--- src/rtl/writeback_txq.sv ---
// writeback_txq
//   Writeback-stage output block. Selects the register writeback value from
//   memory or ALU data. On an OUT instruction it queues either the low byte
//   or all four bytes (little-endian) of that value into a byte FIFO. The
//   FIFO drains through an 8N1 UART transmitter.
//
// Ports
//   clk        clock
//   rstn       synchronous active-low reset
//   out_valid  OUT instruction in writeback this cycle
//   out_wide   1: queue all 4 bytes of dtowrite, 0: queue dtowrite[7:0]
//   memtoreg   1: writeback value from douta, 0: from d
//   douta      memory read data
//   d          ALU / forwarded data
//   dtowrite   writeback value (combinational)
//   stall      fewer than 4 free FIFO slots; pipeline must hold OUT
//   overflow   sticky: an enqueue request was dropped
//   count      FIFO occupancy
//   txd        UART serial output, idle high
module writeback_txq #(
  parameter int CLK_PER_HALF_BIT = 434,
  parameter int DEPTH_LOG2       = 4
) (
  input  logic                  clk,
  input  logic                  rstn,
  input  logic                  out_valid,
  input  logic                  out_wide,
  input  logic                  memtoreg,
  input  logic [31:0]           douta,
  input  logic [31:0]           d,
  output logic [31:0]           dtowrite,
  output logic                  stall,
  output logic                  overflow,
  output logic [DEPTH_LOG2:0]   count,
  output logic                  txd
);

  localparam int DEPTH      = 1 << DEPTH_LOG2;
  localparam int BIT_CYCLES = 2 * CLK_PER_HALF_BIT;
  localparam int BAUD_W     = (BIT_CYCLES > 1) ? $clog2(BIT_CYCLES) : 1;

  localparam logic [BAUD_W-1:0]     BAUD_LAST = BAUD_W'(BIT_CYCLES - 1);
  localparam logic [DEPTH_LOG2:0]   DEPTH_CNT = (DEPTH_LOG2 + 1)'(DEPTH);
  localparam logic [DEPTH_LOG2:0]   ONE_CNT   = (DEPTH_LOG2 + 1)'(1);
  localparam logic [DEPTH_LOG2:0]   FOUR_CNT  = (DEPTH_LOG2 + 1)'(4);
  localparam logic [DEPTH_LOG2-1:0] ONE_PTR   = DEPTH_LOG2'(1);

  typedef enum logic [1:0] {
    IDLE,
    START,
    DATA,
    STOP
  } tx_state_t;

  logic [7:0]            mem [DEPTH];
  logic [DEPTH_LOG2-1:0] head;
  logic [DEPTH_LOG2-1:0] tail;
  logic [DEPTH_LOG2:0]   free_slots;
  logic [DEPTH_LOG2:0]   req_size;
  logic [DEPTH_LOG2:0]   enq_amt;
  logic [DEPTH_LOG2:0]   pop_amt;
  logic                  accept;
  logic                  drop;
  logic                  pop;

  tx_state_t             state;
  logic [BAUD_W-1:0]     baud;
  logic [2:0]            bit_idx;
  logic [7:0]            shift;

  assign dtowrite = memtoreg ? douta : d;

  // Admission is all-or-nothing against the registered occupancy, so a wide
  // request never lands partially.
  assign free_slots = DEPTH_CNT - count;
  assign req_size   = out_wide ? FOUR_CNT : ONE_CNT;
  assign accept     = out_valid && (free_slots >= req_size);
  assign drop       = out_valid && !accept;
  assign stall      = free_slots < FOUR_CNT;

  // Popping only from a registered non-zero count means a byte written into
  // an empty FIFO is sent no earlier than the following cycle.
  assign pop     = (state == IDLE) && (count != '0);
  assign enq_amt = accept ? req_size : '0;
  assign pop_amt = pop ? ONE_CNT : '0;

  // Byte storage; a wide write fills four consecutive slots at once.
  always_ff @(posedge clk) begin
    if (accept) begin
      mem[tail] <= dtowrite[7:0];
      if (out_wide) begin
        mem[tail + ONE_PTR]           <= dtowrite[15:8];
        mem[tail + DEPTH_LOG2'(2)]    <= dtowrite[23:16];
        mem[tail + DEPTH_LOG2'(3)]    <= dtowrite[31:24];
      end
    end
  end

  // Pointers, occupancy and the sticky drop flag.
  always_ff @(posedge clk) begin
    if (!rstn) begin
      head     <= '0;
      tail     <= '0;
      count    <= '0;
      overflow <= 1'b0;
    end else begin
      if (accept) begin
        tail <= tail + req_size[DEPTH_LOG2-1:0];
      end
      if (pop) begin
        head <= head + ONE_PTR;
      end
      count <= count + enq_amt - pop_amt;
      if (drop) begin
        overflow <= 1'b1;
      end
    end
  end

  // 8N1 transmitter. txd is registered so a pop at one edge drives the start
  // bit from the next cycle; the single IDLE cycle after STOP is the one
  // idle-high cycle between back-to-back frames.
  always_ff @(posedge clk) begin
    if (!rstn) begin
      state   <= IDLE;
      baud    <= '0;
      bit_idx <= '0;
      shift   <= '0;
      txd     <= 1'b1;
    end else begin
      case (state)
        IDLE: begin
          txd <= 1'b1;
          if (pop) begin
            shift <= mem[head];
            baud  <= '0;
            state <= START;
            txd   <= 1'b0;
          end
        end
        START: begin
          if (baud == BAUD_LAST) begin
            baud    <= '0;
            bit_idx <= '0;
            state   <= DATA;
            txd     <= shift[0];
          end else begin
            baud <= baud + BAUD_W'(1);
          end
        end
        DATA: begin
          if (baud == BAUD_LAST) begin
            baud <= '0;
            if (bit_idx == 3'd7) begin
              state <= STOP;
              txd   <= 1'b1;
            end else begin
              bit_idx <= bit_idx + 3'd1;
              shift   <= shift >> 1;
              txd     <= shift[1];
            end
          end else begin
            baud <= baud + BAUD_W'(1);
          end
        end
        STOP: begin
          if (baud == BAUD_LAST) begin
            baud  <= '0;
            state <= IDLE;
            txd   <= 1'b1;
          end else begin
            baud <= baud + BAUD_W'(1);
          end
        end
        default: begin
          state <= IDLE;
          txd   <= 1'b1;
        end
      endcase
    end
  end

endmodule

--- config.mk ---
export PLATFORM = sky130hd
export DESIGN_NAME = writeback_txq
export DESIGN_NICKNAME = d
export VERILOG_FILES = /design/src/rtl/writeback_txq.sv
export SDC_FILE = /design/constraint.sdc
export NUM_CORES = 1
export LEC_CHECK = 0
export ABC_AREA = 1
export BUFFER_PORTS_ARGS = -buffer_cell sky130_fd_sc_hd__buf_2
export CAP_MARGIN = 20
export CORE_MARGIN = 2
export CORE_UTILIZATION = 55
export DETAILED_ROUTE_END_ITERATION = 7
export GPL_ROUTABILITY_DRIVEN = 0
export MAX_ROUTING_LAYER = met4
export PLACE_DENSITY_LB_ADDON = 0.1
export SLEW_MARGIN = 20
export SYNTH_ARGS = -nofsm -noshare
export SYNTH_HDL_FRONTEND = slang
export SYNTH_SLANG_ARGS = --single-unit
--- constraint.sdc ---
create_clock -name clk -period 3.4 [get_ports clk]
set_input_delay 0.34 -clock clk [delete_from_list [all_inputs] [get_ports clk]]
set_output_delay 0.34 -clock clk [all_outputs]
set_load 0.05 [all_outputs]
==> results.json <==
{
  "run_status": "finished, final reports clean",
  "place_area_sq_mm": 0.0144,
  "n_fill_cell": 2242,
  "synth_edf_count": 128,
  "setup_violations": 0,
  "cp-end-kind": "flop",
  "ctsHoldBuffers": 0,
  "htreeDepth": 4,
  "die_w_microns": 161,
  "rows": 57,
  "cts_root_buf": "clkbuf_16",
  "final_common_cell": "nor2_1",
  "vias_per_cell": 6.30,
  "worst_ep_arrival_time_ps": 3270,
  "final_hold_viol_count": 0,
  "clock_path_buffers": 2,
  "detail_route.wirelength_microns": 52500,
  "mostFrequentLayoutCells": "461 x nor2_1, 336 x nand2_1, 288 x nand3_1",
  "final_util_pct": 61.9,
  "yosys.cell_types.count": 50,
  "ys_ff_latch": 170,
  "hold_path_class": "in -> reg",
  "initial_core_util_pct": 55.9,
  "dp_hpwl_microns": 35700,
  "clkTransAtPathRegs_ps": 90,
  "worst_pin_slew_ps": 1260,
  "yosysSeqAreaShare_pct": 34.5,
  "portBuffers": 108,
  "drt_first_pass_iters": 7,
  "slowest_stage": "nand3_1",
  "io_pins": 109,
  "combPwrFrac_pct": 50.4,
  "synthFlopType": "edfxtp_1",
  "syn_area_sq_mm": 0.0136,
  "cts_tree": "built",
  "drive_gt1_share_pct": 15.9,
  "drv_slew": 0,
  "finClkSkew_ps": 23.0,
  "coreArea_sq_mm": 0.0242,
  "async_flop_share_pct": 0,
  "rsz0062_at_grt": "no",
  "synth.avg_cell_area_sq_um": 6.93,
  "fin_nets": 2126,
  "grt_pass1_wl_microns": 79700,
  "final_area_sq_mm": 0.0150,
  "synth_nets": 2053,
  "syn_to_final_growth_pct": 10.6,
  "die-area_sq_mm": 0.0259,
  "clock_sinks": 170,
  "track_usage_pct": 41.8,
  "netlist_instances": 1958,
  "power.density_mw_per_mm2": 679,
  "fmax_ghz": 0.314,
  "vdd_drop_max_mv": 1.08,
  "die_y_microns": 161,
  "critPathMaxFanout": 17,
  "drc_errors": 0,
  "swShare_pct": 49.2,
  "netlist_top_cells_area": "edfxtp_1 28%, nor2_1 13%, nand3_1 11%",
  "worstPathCellList": "inv_1 -> ha_1 -> xnor2_1 -> ha_1 -> nand2_1 -> nand2_1 -> inv_1 -> nand2_4 -> nand2_4 -> nor2_4 -> nand2_1 -> nand3_1",
  "routed-via-count": 14921,
  "grt-ovfl-total": 0,
  "grt_pass1_vias": 13541,
  "drt_iter0_drc": 2284,
  "critPathMostFrequentCell": "nand2_1",
  "cts_buffers": 17,
  "grt_antenna_before_repair": 1,
  "yosys.area.top_type": "edfxtp_1",
  "cp_slowest_stage_delay_ps": 480,
  "maxCapViolCount": 0,
  "clock_power_share_pct": 20.5,
  "critPathKind": "reg -> reg",
  "grt_max_degree": 71,
  "switching_power_w": 0.00501,
  "cp.required_ps": 3490,
  "worstSetupStartpointType": "flop",
  "slew_headroom_pct": 16.2,
  "fin_crit_ps": 3180,
  "wl_per_cell_microns": 22.2,
  "p_leak_nw": 6.45,
  "fin_crit_sh_pct": 93.6,
  "p_int_w": 0.00517,
  "fin_tns_setup_ps": 0,
  "yosysTopAreaCellShare_pct": 28.3,
  "yosysWarningCount": 0,
  "clk-insertion-delay-late_ps": 460,
  "sequentialPowerShare_pct": 29.2,
  "ant_nets": 0
}
worst paths after layout:
kind / startpoint / to / slack [ps] / cells after the start
min: out_valid / tail[0]$_SDFFE_PN0P_ / 250 / 3
max reg2reg: count[1]$_SDFF_PN0_ / mem[12][7]$_DFFE_PP_ / 220 / 12
max: count[1]$_SDFF_PN0_ / mem[12][7]$_DFFE_PP_ / 220 / 12
min reg2reg: shift[2]$_SDFFE_PN0P_ / shift[2]$_SDFFE_PN0P_ / 470 / 2
metal layers:
metal	track usage, %	vias up	share of wire, %
met5	-	-	0
met4	23.2	0	7.5
met3	12.8	331	15
met2	59.7	1220	41
met1	53.0	6634	36
li1	-	6736	-
synthesized netlist by cell type (3+ instances only):
| cell | instances |
|---|---|
| nand2_2 | 7 |
| buf_6 | 9 |
| nor2_8 | 3 |
| a21oi_2 | 3 |
| nor2_2 | 18 |
| buf_4 | 8 |
| nor2_4 | 17 |
| a21oi_1 | 132 |
| edfxtp_1 | 128 |
| o2111ai_1 | 5 |
| buf_1 | 3 |
| ha_1 | 25 |
| xnor2_1 | 4 |
| dfxtp_1 | 42 |
| nand3_2 | 4 |
| o21ai_1 | 14 |
| nand2_1 | 336 |
| o21ai_0 | 96 |
| nand3_1 | 288 |
| a211oi_1 | 5 |
| nor3_1 | 6 |
| nor2_1 | 461 |
| inv_2 | 20 |
| mux2_2 | 7 |
| o211ai_1 | 33 |
| inv_1 | 107 |
| clkbuf_1 | 46 |
| clkinv_1 | 7 |
| nand4_2 | 13 |
| nand2_4 | 3 |
| nand4_1 | 17 |
| buf_2 | 50 |
| xor2_1 | 6 |
| nand4_4 | 14 |
registers in the layout, indices dropped and copies added, names as in the netlist, named ones only:
| name | flops |
|---|---|
| shift | 8 |
| mem | 128 |
| txd | 1 |
| bit_idx | 3 |
| tail | 4 |
| count | 5 |
| overflow | 1 |
| baud | 10 |
| head | 4 |
| state | 2 |
critical path: cells and delay by family (launching register included):
kind / cells / cell delay, ps
flops: 1 / 380
buf+inv: 2 / 190
xor+xnor: 1 / 150
fa+ha+maj: 2 / 490
simple gates: 7 / 1590
through the flow:
step	std cells	setup WS [ps]	total power, W	hold slack (ps)
floorplan	1958	6.75	0.00658	434
global placement	2335	288	0.00787	448
detailed placement	2335	270	0.00794	457
CTS	2367	243	0.00998	243
global route	2369	57.8	0.0107	265
finish	2369	218	0.0102	249
cell type report:
cell class | instances | area, sq um | area share, %
multi-input cells | 1533 | 7720 | 51.5
flip-flops and latches | 170 | 4690 | 31.3
repair buffers | 173 | 1050 | 7.02
inverters | 136 | 515 | 3.44
clock buffers | 17 | 425 | 2.84
well taps | 324 | 405 | 2.70
clock inverters | 15 | 191 | 1.28
diodes | 1 | 2.50 | 0.0167
what timing repair did:
| item | 4_1_cts | 5_1_grt |
|---|---|---|
| endpoints found under the setup margin | 0 | 1 |
| resized for setup | 0 | 0 |
| setup buffers | 0 | 1 |
power by group through the flow:
stage | Clock [W] | Sequential [W] | Combinational [W]
after global placement | 0 | 0.00300 | 0.00487
after detailed placement | 0 | 0.00301 | 0.00494
after floorplan | 0 | 0.00302 | 0.00356
final | 0.00208 | 0.00297 | 0.00513
after CTS | 0.00206 | 0.00296 | 0.00496
after global routing | 0.00214 | 0.00300 | 0.00552
cells by family (layout without fill, tap and decap cells):
kind of cell | count (synthesis) | count (layout) | share of synthesized area, %
adder cells (fa/ha/maj) | 26 | 26 | 2.45
AO/OA/AOI/OAI | 297 | 297 | 12.1
AND/OR/NAND/NOR | 1192 | 1192 | 41.1
buffers and inverters | 255 | 341 | 8.56
multiplexers | 8 | 8 | 0.655
XOR/XNOR | 10 | 10 | 0.646
other | 0 | 1 | 0
flip-flops | 170 | 170 | 34.5
No activity file was read; power rests on OpenSTA's default activity.
